File: src/rtl/uart_pkg.sv
// Shared constants and FSM encoding for the UART transmit path.
// The baud divider is fixed here so scheduler and transmitter agree on frame timing.
package uart_pkg;

   localparam int unsigned DATA_W   = 8;
   localparam int unsigned CLK_HZ   = 50_000_000;
   localparam int unsigned BAUD     = 115_200;
   localparam int unsigned BAUD_DIV = CLK_HZ / BAUD;

   typedef enum logic [2:0] {
      StIdle,
      StArb,
      StSend,
      StStart,
      StWaitBusy,
      StWaitDone,
      StRelease
   } sched_state_e;

endpackage

File: src/rtl/rr_arbiter.sv
// Combinational round-robin pick: first asserted request at or above ptr, wrapping.
module rr_arbiter #(
   parameter  int unsigned NUM_REQ = 2,
   localparam int unsigned IdW     = $clog2(NUM_REQ)
) (
   input  logic [NUM_REQ-1:0] req,
   input  logic [IdW-1:0]     ptr,
   output logic [NUM_REQ-1:0] gnt,
   output logic [IdW-1:0]     idx,
   output logic               any
);

   logic [IdW-1:0] cand;

   always_comb begin
      gnt  = '0;
      idx  = '0;
      any  = 1'b0;
      cand = '0;
      for (int unsigned k = 0; k < NUM_REQ; k++) begin
         cand = IdW'((32'(ptr) + k) % NUM_REQ);
         if (!any && req[cand]) begin
            any       = 1'b1;
            gnt[cand] = 1'b1;
            idx       = cand;
         end
      end
   end

endmodule

File: src/rtl/uart_tx_scheduler.sv
// Packet-granular round-robin sharing of one UART byte transmitter between NUM_REQ streams.
// Each byte is paced on the transmitter's start/busy handshake; only one byte is ever in flight.
module uart_tx_scheduler
   import uart_pkg::*;
#(
   parameter  int unsigned NUM_REQ      = 2,
   parameter  int unsigned DATA_W       = uart_pkg::DATA_W,
   parameter  int unsigned MAX_BURST    = 16,
   parameter  int unsigned BUSY_TIMEOUT = 8,
   localparam int unsigned IdW          = $clog2(NUM_REQ)
) (
   input  logic                      clk,
   input  logic                      reset,
   input  logic [NUM_REQ-1:0]        req_valid,
   input  logic [NUM_REQ*DATA_W-1:0] req_data,
   input  logic [NUM_REQ-1:0]        req_last,
   output logic [NUM_REQ-1:0]        req_ready,
   output logic [DATA_W-1:0]         tx_data,
   output logic                      tx_start,
   input  logic                      tx_busy,
   output logic [IdW-1:0]            grant_id,
   output logic                      active,
   output logic                      timeout_err
);

   localparam bit          BurstEn    = (MAX_BURST != 0);
   localparam int unsigned BurstW     = $clog2(MAX_BURST + 2);
   localparam int unsigned BurstLastI = BurstEn ? MAX_BURST - 1 : 0;
   localparam int unsigned TimerW     = $clog2(BUSY_TIMEOUT + 1);

   localparam logic [BurstW-1:0] BurstLast = BurstW'(BurstLastI);
   localparam logic [TimerW-1:0] TimerLast = TimerW'(BUSY_TIMEOUT - 1);
   localparam logic [IdW-1:0]    IdMax     = IdW'(NUM_REQ - 1);

   sched_state_e      state;
   logic [IdW-1:0]    ptr;
   logic [BurstW-1:0] burst_cnt;
   logic [TimerW-1:0] timer;
   logic              last_flag;

   logic [NUM_REQ-1:0] arb_gnt;
   logic [IdW-1:0]     arb_idx;
   logic               arb_any;
   logic [DATA_W-1:0]  sel_data;
   logic               burst_hit;

   rr_arbiter #(
      .NUM_REQ (NUM_REQ)
   ) u_rr_arbiter (
      .req (req_valid),
      .ptr (ptr),
      .gnt (arb_gnt),
      .idx (arb_idx),
      .any (arb_any)
   );

   assign sel_data  = req_data[grant_id*DATA_W +: DATA_W];
   assign burst_hit = BurstEn && (burst_cnt == BurstLast);

   // Ready is the acceptance strobe itself, so it must follow valid within the SEND cycle.
   assign req_ready = (state == StSend) ? (req_valid & (NUM_REQ'(1) << grant_id)) : '0;

   always_ff @(posedge clk) begin
      if (reset) begin
         state       <= StIdle;
         ptr         <= '0;
         burst_cnt   <= '0;
         timer       <= '0;
         last_flag   <= 1'b0;
         tx_data     <= '0;
         tx_start    <= 1'b0;
         grant_id    <= '0;
         active      <= 1'b0;
         timeout_err <= 1'b0;
      end else begin
         tx_start    <= 1'b0;
         timeout_err <= 1'b0;
         unique case (state)
            StIdle: begin
               if (|req_valid) state <= StArb;
            end
            StArb: begin
               if (arb_any) begin
                  grant_id  <= arb_idx;
                  active    <= 1'b1;
                  burst_cnt <= '0;
                  state     <= StSend;
               end else begin
                  state <= StIdle;
               end
            end
            StSend: begin
               // A stalled owner keeps the grant: packets are never interleaved.
               if (req_valid[grant_id]) begin
                  tx_data   <= sel_data;
                  last_flag <= req_last[grant_id] | burst_hit;
                  if (BurstEn) burst_cnt <= burst_cnt + 1'b1;
                  tx_start  <= 1'b1;
                  state     <= StStart;
               end
            end
            StStart: begin
               // Timer counts cycles since the tx_start pulse.
               timer <= TimerW'(1);
               state <= StWaitBusy;
            end
            StWaitBusy: begin
               if (tx_busy) begin
                  state <= StWaitDone;
               end else if (timer == TimerLast) begin
                  timeout_err <= 1'b1;
                  state       <= last_flag ? StRelease : StSend;
               end else begin
                  timer <= timer + 1'b1;
               end
            end
            StWaitDone: begin
               if (!tx_busy) state <= last_flag ? StRelease : StSend;
            end
            StRelease: begin
               active <= 1'b0;
               ptr    <= (grant_id == IdMax) ? '0 : grant_id + 1'b1;
               state  <= (|req_valid) ? StArb : StIdle;
            end
            default: state <= StIdle;
         endcase
      end
   end

endmodule

File: config.mk
export PLATFORM = sky130hd
export DESIGN_NAME = uart_tx_scheduler
export DESIGN_NICKNAME = d
export VERILOG_FILES = /design/src/rtl/uart_pkg.sv /design/src/rtl/rr_arbiter.sv /design/src/rtl/uart_tx_scheduler.sv
export SDC_FILE = /design/constraint.sdc
export NUM_CORES = 1
export LEC_CHECK = 0
export ABC_AREA = 0
export CAP_MARGIN = 0
export CORE_MARGIN = 8
export CORE_UTILIZATION = 51
export CTS_CLUSTER_DIAMETER = 40
export DETAILED_ROUTE_END_ITERATION = 6
export PLACE_DENSITY = 0.88
export SYNTH_ARGS = -nofsm -noshare
export SYNTH_HDL_FRONTEND = slang
export SYNTH_HIERARCHICAL = 1
export SYNTH_SLANG_ARGS = --single-unit
File: constraint.sdc
create_clock -name clk -period 2.5 [get_ports clk]
set_clock_uncertainty 0.2 [all_clocks]
set_input_delay 0.25 -clock clk [delete_from_list [all_inputs] [get_ports clk]]
set_output_delay 0.25 -clock clk [all_outputs]
set_load 0.01 [all_outputs]
Word-level counts from Yosys, hierarchy flattened
Index checks and enable logic that the tools add are counted.
- register bits: 26
- input bits: 23
- output and inout port bits: 14
- logic and storage cells: 86
- add/subtract/negate cells: 4
- order comparisons: 3
- equal/unequal tests: 15
- shift-type cells: 2
- muxes and demuxes: 33
- bitwise logic cells: 4
- reduce and logical (&&, ||, !) cells: 15
- operators by type and width (kind ; count):
    $pmux W3 S7 ; 1
    $mux W3 ; 6
    $mux W1 ; 17
    $shiftx A16 B5 Y8 ; 1
    $mux W5 ; 2
    $ne A2 B2 Y1 const B ; 5
    $pmux W5 S2 ; 1
    $eq A3 B3 Y1 const B ; 3
    $mux W4 ; 2
    $pmux W4 S2 ; 1
    $eq A3 B2 Y1 const B ; 2
    $lt A1 B2 Y1 const B ; 3
    $reduce_and A2 Y1 ; 3
    $reduce_and A3 Y1 ; 2
    $reduce_bool A2 Y1 ; 3
    $add A5 B1 Y5 const B ; 1
    $eq A5 B4 Y1 const B ; 1
    $add A4 B1 Y4 const B ; 1
    $eq A4 B3 Y1 const B ; 1
    $mux W2 ; 2
    $reduce_and A4 Y1 ; 1
    $reduce_or A2 Y1 ; 2
    $eq A3 B1 Y1 const B ; 1
    $logic_not A3 Y1 ; 1
    other kinds (11) ; 13

Longest topological paths before layout
Gate-level depths: netlist of the first run.
- word-level depth: 8
- mapped depth: 6
- mapped depth without buffers: 5

Cells and area by module
The synthesis of the first run kept the hierarchy.
- modules (own cells, without submodules) (module ; times used ; cells an instance ; area each (um2) ; sequential area each (um2)):
    uart_tx_scheduler ; 1 ; 150 ; 1362.6 ; 520.5
    rr_arbiter ; 1 ; 5 ; 32.5 ; 0.0

Least setup slack after synthesis of the first run
OpenSTA, ideal clock, no wires.
- path type: register -> register
- from: register state[0]
- to: register burst_cnt[0]
- setup time: 121 ps
- arrival time: 1313 ps
- data required time: 2179 ps
- setup slack: 867 ps
- cell stages (with the launch flop): 6
- buffers on the path: 1
- clock period less this slack: 1633 ps
- path through: dfxtp_1 -> or3b_1 -> buf_2 -> a21oi_4 -> nor3_1 -> mux2_2
- word-level cells in the longest chain between the ends: 3
- elaborated cells between the ends (all ways): 7
- those cells by class: eq/ne (4); mux (1); reduce/logical (2)
- RTL lines (item ; line ; RTL):
    from (decl) ; uart_tx_scheduler.sv:35 ; sched_state_e state;
    from (signal assigned) ; uart_tx_scheduler.sv:65 ; state <= StIdle;
    from (signal assigned) ; uart_tx_scheduler.sv:80 ; if (|req_valid) state <= StArb;
    from (signal assigned) ; uart_tx_scheduler.sv:87 ; state <= StSend;
    $eq A3 B2 Y1 / $eq A3 B1 Y1 (equally long branches) ; uart_tx_scheduler.sv:78 ; unique case (state)
    $ne A2 B1 Y1 (no line), or another cell as far along ; - ;
    $reduce_and A3 Y1 (no line) ; - ;
    to (signal assigned) ; uart_tx_scheduler.sv:97 ; if (BurstEn) burst_cnt <= burst_cnt + 1'b1;
    to (decl) ; uart_tx_scheduler.sv:37 ; logic [BurstW-1:0] burst_cnt;
Several ways; a longest one is shown, not always the timed one.
A chain may end at the register's enable or synchronous reset.

Final worst setup path of the first run
- from: register state[1]
- to: output port req_ready[1]
- word-level cells in the longest chain between the ends: 2
- RTL lines (item ; line ; RTL):
    $eq A3 B2 Y1 ; uart_tx_scheduler.sv:61 ; assign req_ready = (state == StSend) ? (req_valid & (NUM_REQ'(1) << grant_id)) : '0;
    $mux W2 ; uart_tx_scheduler.sv:61 ;
    to (decl) ; uart_tx_scheduler.sv:17 ; output logic [NUM_REQ-1:0] req_ready,
No other way between the ends.

==> results of run 1 <==
==> sequential cells by signal (all words and copies together) (netlist names) <==
signal,flops
timer,4
last_flag,1
burst_cnt,5
active,1
tx_start,1
tx_data,8
ptr,1
timeout_err,1
grant_id,1
state,3
==> power by group <==
part / leakage (nW) / internal [mW] / switching [mW]
sequential: 0.211 / 0.441 / 0.0258
clock: 0.0279 / 0.162 / 0.132
combinational: 0.397 / 0.123 / 0.111
==> final timing paths <==
kind	end	depth (start not counted)	slack, ns
setup / recovery	req_ready[1]	3	0.10
hold / removal	active$_SDFFE_PP0P_	2	0.29
setup reg to reg	burst_cnt[0]$_SDFFE_PP0P_	4	0.53
hold reg to reg	active$_SDFFE_PP0P_	2	0.29
==> layout make-up <==
class / instances / area (sq um)
Multi-Input combinational cell: 110 / 783
Clock inverter: 1 / 30.0
Fill cell: 210 / 833
Sequential cell: 26 / 522
Inverter: 6 / 22.5
Clock buffer: 3 / 22.5
Tap cell: 31 / 38.8
Timing Repair Buffer: 41 / 410
==> repair_timing <==
action	in CTS	in global routing
pin swaps	0	0
endpoints found under the setup margin	2	2
resized for setup	1	1
==> metrics by stage <==
stage               power, mW  std cells  setup WS (ns)  util [%]
floorplan               0.608        153          0.867         -
global placement        0.697        214          0.323      66.6
detailed placement      0.705        214          0.230      66.6
CTS                     0.993        218         0.0160      68.6
global route             1.04        218         0.0189      68.7
finish                  0.995        218          0.101      68.7
==> cell usage in the layout, fill, tap and decap left out, drive strengths merged, types with 2 or more instances in the layout <==
cell / instances
nor4: 2
a311oi: 2
clkbuf: 3
o41ai: 2
nor2b: 3
a22o: 3
o21ai: 6
a21oi: 7
mux2i: 9
ha: 3
nand2: 6
a31oi: 3
dfxtp: 26
nor3: 5
inv: 6
buf: 5
and2: 2
nor3b: 2
nor4b: 2
a211oi: 13
nor2: 20
nand3b: 2
nand2b: 2
clkdlybuf4s50: 36
==> metal layers <==
layer | vias to the layer above | routed length [um]
met5 | - | 0
li1 | 625 | -
met1 | 595 | 1410
met4 | 0 | 48
met2 | 26 | 1640
met3 | 7 | 155
==> critical path, delay by kind of cell (launching register included) <==
family        cells  cell delay, ns
buf+inv           1            0.55
flops             1            0.47
simple gates      2            0.59
==> results.yml, run 1 <==
worst_setup_path:
  required_ns: 2.05
  crit_chain: "or3b_4 > nor2_1 > clkdlybuf4s50_1"
  endpoint_kind: "output pin"
  worstPathMaxFanout: 13
  cpMaxStageDelayCell: "clkdlybuf4s50_1"
  critPathKind: "reg -> out"
  worstSetupStartpointType: "flop"
  r2r-start: "state[1]$_SDFFE_PP0P_"
  max_stage_delay_ns: 0.55
  cp-startpoint: "state[1]$_SDFFE_PP0P_"
  crit_arrival_ns: 1.95
sta:
  worst_pin_slew_ns: 0.450
  finalHoldViolCount: 0
  fin_crit_sh_pct: 96.0
  slew_violations: 0
  fmax_ghz: 0.417
  tns_ns: 0
  relSlewSlack_pct: 69.8
  finalCriticalPeriod_ns: 2.40
  hold_slack_ns: 0.290
  finalSetupViolations: 0
  rsz0062_at_grt: "no"
detailed_routing:
  num_vias: 1253
  drt-vias-per-instance: 5.75
  wl_per_cell_um: 14.9
  first_iter_violations: 53
  wl_mm: 3.25
  ant_nets: 0
  route.detailed.drc: 0
  firstDrtPassIters: 4
global_routing:
  gr-usage-met2_pct: 26.1
  grt_pass1_wl_mm: 5.51
  antenna_found_initial: 0
  grt-ovfl-total: 0
  gr-usage-met1_pct: 17.3
  use_met3_pct: 4.26
  grt_busiest_layer: "met2"
  track_usage_pct: 15.0
  grt_max_degree: 26
  grt_pass1_vias: 1254
clocking:
  root_buffer: "clkbuf_4"
  clock_path_buffers: 2
  path_clk_slew_ns: 0.15
  cts_buffers: 3
  insertion_delay_ns: 0.33
  cts_hold_buf: 0
  cts_tree: "yes"
  clock-sinks: 26
  cts_htree_levels: 1
  postCtsSetupBuffers: 0
min_path:
  min_path_type: "reg -> reg"
  min_from: "active$_SDFFE_PP0P_"
logic_synthesis:
  postSynthCellCount: 153
  yosys_warnings: 6
  synth_fp_nets: 179
  netlist_area_sq_mm: 0.00138
  postSynthAreaPerCell_sq_um: 9.02
die:
  io_pins: 37
  dieArea_sq_mm: 0.00463
  coreArea_sq_mm: 0.00266
  row_count: 19
  die_x_um: 68.0
  initial_utilization_pct: 51.8
  die_h_um: 68.0
status:
  status: "finished, final reports clean"
final_layout:
  area_growth_pct: 32.5
  diodes: 0
  nets: 214
  drive_gt1_share_pct: 12.3
  design_area_sq_mm: 0.00183
place:
  io_buffers: 36
  dpl_cell_area_sq_mm: 0.00177
  gp_congestion: 0.890
  hpwl_mm: 2.50
power_and_ir_drop:
  power.density_mw_per_mm2: 544
  vdd_ir_drop_max_mv: 0.599
  power_leakage_nw: 0.636
flow_run:
  drv_cap: 0
Note: power is estimated with default switching activity, not from simulation.
==> inputs of run 2 (changes only) <==
GPL_ROUTABILITY_DRIVEN = 0   (was default)
==> results of run 2 <==
No change in the layout: final DEF, timing and power equal those of run 1.
